`src/rtl/muldiv_ctrl.sv`:
```
// HI/LO multiply/divide sequencer: fixed-latency MULT/MULTU and a restoring 1-bit/cycle divider.
// Optional macro MULDIV_EARLY_EN lets trivial divides (|a| < |b| or a == 0) finish in one cycle.
module muldiv_ctrl #(
  parameter int unsigned MUL_LAT  = 2,
  parameter int unsigned DIV_ITER = 32
) (
  input  logic        clk,
  input  logic        resetn,
  input  logic        md_valid,
  input  logic [1:0]  md_op,
  input  logic [31:0] src_a,
  input  logic [31:0] src_b,
  input  logic        cancel,
  output logic        stall_o,
  output logic        busy_o,
  output logic        result_valid,
  output logic [31:0] hi_o,
  output logic [31:0] lo_o
);

  typedef enum logic [1:0] {StIdle, StMul, StDiv, StDone} state_e;

  state_e      state_q, state_d;
  logic [4:0]  cnt_q, cnt_d;
  logic        sgn_q, sgn_d;
  logic [31:0] a_q, a_d;
  logic [31:0] b_q, b_d;
  logic [31:0] dvd_q, dvd_d;  // dividend shifts out the top, quotient shifts in the bottom
  logic [31:0] rem_q, rem_d;
  logic [31:0] hi_q, hi_d;
  logic [31:0] lo_q, lo_d;

  logic        stall;
  logic [63:0] prod;
  logic [31:0] abs_a, abs_b;
  logic [32:0] rem_sh, diff;
  logic        ge;
  logic [31:0] rem_nxt, quo_nxt, q_fix, r_fix;

  function automatic logic [31:0] abs_val(input logic [31:0] v, input logic sgn);
    return (sgn && v[31]) ? -v : v;
  endfunction

  // Sign-extending both operands to 64 bits gives the signed product in the low 64 bits.
  assign prod = {{32{sgn_q & a_q[31]}}, a_q} * {{32{sgn_q & b_q[31]}}, b_q};

  always_comb begin
    abs_a   = abs_val(a_q, sgn_q);
    abs_b   = abs_val(b_q, sgn_q);
    rem_sh  = {rem_q, dvd_q[31]};
    diff    = rem_sh - {1'b0, abs_b};
    ge      = ~diff[32];
    rem_nxt = ge ? diff[31:0] : rem_sh[31:0];
    quo_nxt = {dvd_q[30:0], ge};
    q_fix   = (sgn_q && (a_q[31] ^ b_q[31])) ? -quo_nxt : quo_nxt;
    r_fix   = (sgn_q && a_q[31]) ? -rem_nxt : rem_nxt;
  end

  always_comb begin
    state_d = state_q;
    cnt_d   = cnt_q;
    sgn_d   = sgn_q;
    a_d     = a_q;
    b_d     = b_q;
    dvd_d   = dvd_q;
    rem_d   = rem_q;
    hi_d    = hi_q;
    lo_d    = lo_q;
    stall   = 1'b0;

    unique case (state_q)
      StIdle: begin
        stall = md_valid & ~cancel;
        if (md_valid && !cancel) begin
          sgn_d = ~md_op[0];
          a_d   = src_a;
          b_d   = src_b;
          dvd_d = abs_val(src_a, ~md_op[0]);
          rem_d = '0;
          if (md_op[1]) begin
            state_d = StDiv;
            cnt_d   = '0;
          end else begin
            state_d = StMul;
            cnt_d   = 5'(MUL_LAT - 1);
          end
        end
      end

      StMul: begin
        stall = ~cancel;
        if (cancel) begin
          state_d = StIdle;
          cnt_d   = '0;
        end else if (cnt_q == '0) begin
          state_d = StDone;
          hi_d    = prod[63:32];
          lo_d    = prod[31:0];
        end else begin
          cnt_d = cnt_q - 5'd1;
        end
      end

      StDiv: begin
        stall = ~cancel;
        if (cancel) begin
          state_d = StIdle;
          cnt_d   = '0;
        end else if (b_q == '0) begin
          state_d = StDone;
          hi_d    = a_q;
          lo_d    = '1;
`ifdef MULDIV_EARLY_EN
        end else if (cnt_q == '0 && (abs_a < abs_b || a_q == '0)) begin
          state_d = StDone;
          hi_d    = a_q;
          lo_d    = '0;
`endif
        end else begin
          rem_d = rem_nxt;
          dvd_d = quo_nxt;
          if (cnt_q == 5'(DIV_ITER - 1)) begin
            state_d = StDone;
            cnt_d   = '0;
            hi_d    = r_fix;
            lo_d    = q_fix;
          end else begin
            cnt_d = cnt_q + 5'd1;
          end
        end
      end

      StDone: begin
        state_d = StIdle;
      end

      default: state_d = StIdle;
    endcase
  end

  always_ff @(posedge clk or negedge resetn) begin
    if (!resetn) begin
      state_q <= StIdle;
      cnt_q   <= '0;
      sgn_q   <= 1'b0;
      a_q     <= '0;
      b_q     <= '0;
      dvd_q   <= '0;
      rem_q   <= '0;
      hi_q    <= '0;
      lo_q    <= '0;
    end else begin
      state_q <= state_d;
      cnt_q   <= cnt_d;
      sgn_q   <= sgn_d;
      a_q     <= a_d;
      b_q     <= b_d;
      dvd_q   <= dvd_d;
      rem_q   <= rem_d;
      hi_q    <= hi_d;
      lo_q    <= lo_d;
    end
  end

  // Held low while reset is asserted so a pending md_valid cannot request a stall.
  assign stall_o      = stall & resetn;
  assign busy_o       = (state_q != StIdle);
  assign result_valid = (state_q == StDone);
  assign hi_o         = hi_q;
  assign lo_o         = lo_q;

endmodule

```
`config.mk`:
```
export PLATFORM = sky130hd
export DESIGN_NAME = muldiv_ctrl
export DESIGN_NICKNAME = d
export VERILOG_FILES = /design/src/rtl/muldiv_ctrl.sv
export SDC_FILE = /design/constraint.sdc
export NUM_CORES = 2
export LEC_CHECK = 0
export CAP_MARGIN = 10
export CELL_PAD_IN_SITES_DETAIL_PLACEMENT = 2
export CELL_PAD_IN_SITES_GLOBAL_PLACEMENT = 2
export CORE_ASPECT_RATIO = 1.4
export CORE_MARGIN = 2
export CORE_UTILIZATION = 35
export DETAILED_ROUTE_END_ITERATION = 16
export PLACE_DENSITY_LB_ADDON = 0.1
export REMOVE_ABC_BUFFERS = 1
export SYNTH_ARGS = -nofsm -noshare
export SYNTH_HDL_FRONTEND = slang
export SYNTH_SLANG_ARGS = --single-unit
```
`constraint.sdc`:
```
create_clock -name clk -period 21.6 [get_ports clk]
set_clock_uncertainty 0.15 [all_clocks]
set_input_delay 3.24 -clock clk [delete_from_list [all_inputs] [get_ports clk]]
set_output_delay 3.24 -clock clk [all_outputs]
set_load 0.05 [all_outputs]
```
==> impl_results.md <==
- Outcome: complete, no violations
- Synth warn: 0
- EDFF count, synth: 0
- Starting DRT DRC Count: 2,159
- Area contributors post-synth: fa_1, dfrtp_1, inv_1, nand2_1, ha_1
- Crit path from: a_q[31]
- Slew Limit Fails: 0
- CP endpoint kind: flip-flop
- Layout area overhead: 7.35%
- Post-Syn Area: 52,300 um^2
- Post-route setup TNS: 0 ps
- Worst path required time: 21,870 ps
- CTS max path bufs: 2
- CP Max Fanout: 52
- Post-Syn Instances: 5,882
- Top cell by count, worst path: fa_1
- Initial DRT Pass Iterations: 5
- Hold Crit Class: reg -> reg
- Die ar.: 152,000 um^2
- Reg2Reg Depth: 29
- Crit path arrival time: 10,920 ps
- Die X: 331 um
- Leading area contributor after synthesis: fa_1
- Drt total wl: 217,000 um
- Seq/Total Area, Yosys: 9.58%
- # H-tree levels: 4
- Root Buffer: clkbuf_16
- First-pass GRT wire length: 324,000 um
- Clk_lat worst skew: 560 ps
- Critical Path Max Stage Delay: 850 ps
- Port bufs: 136
- Vias per cell: 5.38
- Crit share post-route: 49.3%
- Cell Rows: 167
- Crit path kind: reg -> reg
- Slowest cell on crit path: and2_2
- Reg2reg start: a_q[31]
- Hold path depth: 2
- RSZ-0062 raised after global routing: no
- Library cells used by synthesis: 97
- Setup violations, final: 0
- CP top delay family: adder cells
- Ys flop type: dfrtp_1
- Final Hold Fails: 0
- Slew HR: 19.9%
- Chip height: 461 um
- Clock-pin slew on the worst setup and hold paths: 90 ps
- Vias: 41,600
- Final Core Density: 37.9%
- Startpoint type of the worst setup path: flip-flop
- DPL Wire Length: 171,000 um
- F_max: 94.0 MHz
- DRC: 0
- DRT antenna net count: 0
- Setup Buffers After CTS: 0
- TritonCTS Buffers: 17
- CP Buf/Inv Count: 6
- Placer congestion estimate: 0.885
- Clock sinks: 200
- Largest net degree at the start of global routing: 82
- Core Area: 148,000 um^2
- Hold-fix buffers, CTS: 0
- Async set or reset register ratio after synthesis: 100%
- Top-area cell type share of the netlist area: 43.1%
- Nets@finish: 7,227
- Post-CTS sizing: 0
- Hold path start: lo_o[20]
- Fin crit period: 10,640 ps
- IO Count: 137
- Min Hold Slack: 336 ps
- Vias in the first global route: 49,000
- CTS tree: done
- Worst setup path endpoint: hi_o[31]
- R2R setup slack: 10,960 ps
- Syn_area_per_cell: 8.88 um^2
- Grt ovf: 0
- Worst-margin pin slew: 1200 ps
- Number of cells on the critical path: 29
- Yosys reg bits: 200
- Total track usage: 29.4%
- Wire length per cell: 28.0 um
- Maxcap violations: 0
- Starting Density: 35.3%
- Layout cells sized above 1: 4.53%
- Antenna violations before repair: 14
- Crit Reg-Reg Endpoint: hi_o[31]
-- cells in the final DEF (no fill, tap or decap), types with 114 or more instances in the layout --
cell / Yosys / layout
a21oi_1: 199 / 199
and2_1: 362 / 361
clkdlybuf4s50_1: 0 / 135
dfrtp_1: 200 / 195
fa_1: 1126 / 1126
ha_1: 257 / 256
inv_1: 1159 / 1159
nand2_1: 895 / 894
nor2_1: 184 / 183
o21ai_0: 205 / 205
xnor2_1: 114 / 114
-- synthesized netlist by cell type, types with 7 or more instances --
| library cell | instances |
|---|---|
| a211oi_1 | 20 |
| a21boi_0 | 9 |
| a21o_1 | 58 |
| a21oi_1 | 199 |
| a221o_1 | 7 |
| a221oi_1 | 9 |
| a22oi_1 | 8 |
| a31oi_1 | 25 |
| and2_1 | 362 |
| and3_1 | 34 |
| buf_1 | 39 |
| buf_2 | 25 |
| clkbuf_1 | 299 |
| dfrtp_1 | 200 |
| fa_1 | 1126 |
| ha_1 | 257 |
| inv_1 | 1159 |
| mux2_2 | 67 |
| mux2i_1 | 43 |
| nand2_1 | 895 |
| nand2b_1 | 37 |
| nand3_1 | 39 |
| nand4_1 | 17 |
| nor2_1 | 184 |
| nor2b_1 | 22 |
| nor3_1 | 48 |
| nor3b_1 | 11 |
| nor4_1 | 25 |
| o211ai_1 | 18 |
| o21a_1 | 26 |
| o21ai_0 | 205 |
| o21bai_1 | 18 |
| o22ai_1 | 28 |
| o31ai_1 | 18 |
| or3_1 | 18 |
| or4_1 | 10 |
| xnor2_1 | 114 |
| xor2_1 | 80 |
-- worst min-delay path, stage by stage (launching register included) --
cell and delay [ps]:
dfrtp_1 340, nand2_1 50, o21ai_0 60
-- final cells by class --
type                       instances  area (um^2)
clock buffer                      17          425
tap                             1943         2430
timing repair buffer             244         2170
clock inverter                    15          205
fill                           16500        92100
sequential                       200         5010
multi-input combinational       4151        41500
inverter                        1160         4350
antenna                            3         7.51
-- state kept, by name, indices dropped and copies added, names as in the netlist --
| signal | cells |
|---|---|
| a_q | 32 |
| b_q | 32 |
| state_q | 2 |
| sgn_q | 1 |
| cnt_q | 5 |
| rem_q | 32 |
| lo_o | 32 |
| dvd_q | 32 |
| hi_o | 32 |
-- how the worst min path moves through the flow --
stage	to	slack, ps
6_report	lo_o[20]	340
5_1_grt	lo_o[30]	370
4_1_cts	lo_o[5]	350
3_5_place_dp	lo_o[11]	320
3_3_place_gp	lo_o[12]	310
2_1_floorplan	rem_q[30]	320
-- layer usage --
layer	vias to the layer above	wire [um]	GRT usage (%)	part of all wire, %
met5	-	61	0	0.028
met4	8	10500	12.3	4.8
met3	367	7060	2.70	3.3
met2	876	118000	56.0	54
met1	22700	81200	33.1	37
li1	17700	-	-	-
-- cell families after synthesis --
logic type / synth area share [%]
fa+ha+maj: 49.3
flops: 9.58
simple gates: 15.6
buf+inv: 11.1
xor+xnor: 3.25
mux: 2.27
compound gates: 8.88
-- stage by stage --
step           area, um^2  instances  worst slack (ps)
4_1_cts             56100       7730             10920
3_5_place_dp        55500       7698             10950
3_3_place_gp        55400       7697             11230
5_1_grt             56100       7730             10400
2_1_floorplan       50800       5511             12370
6_report            56100       7733             10960
Power is left out: the tool's default activity adds up to more than one toggle a clock period on the data nets, which glitch-free logic cannot reach.
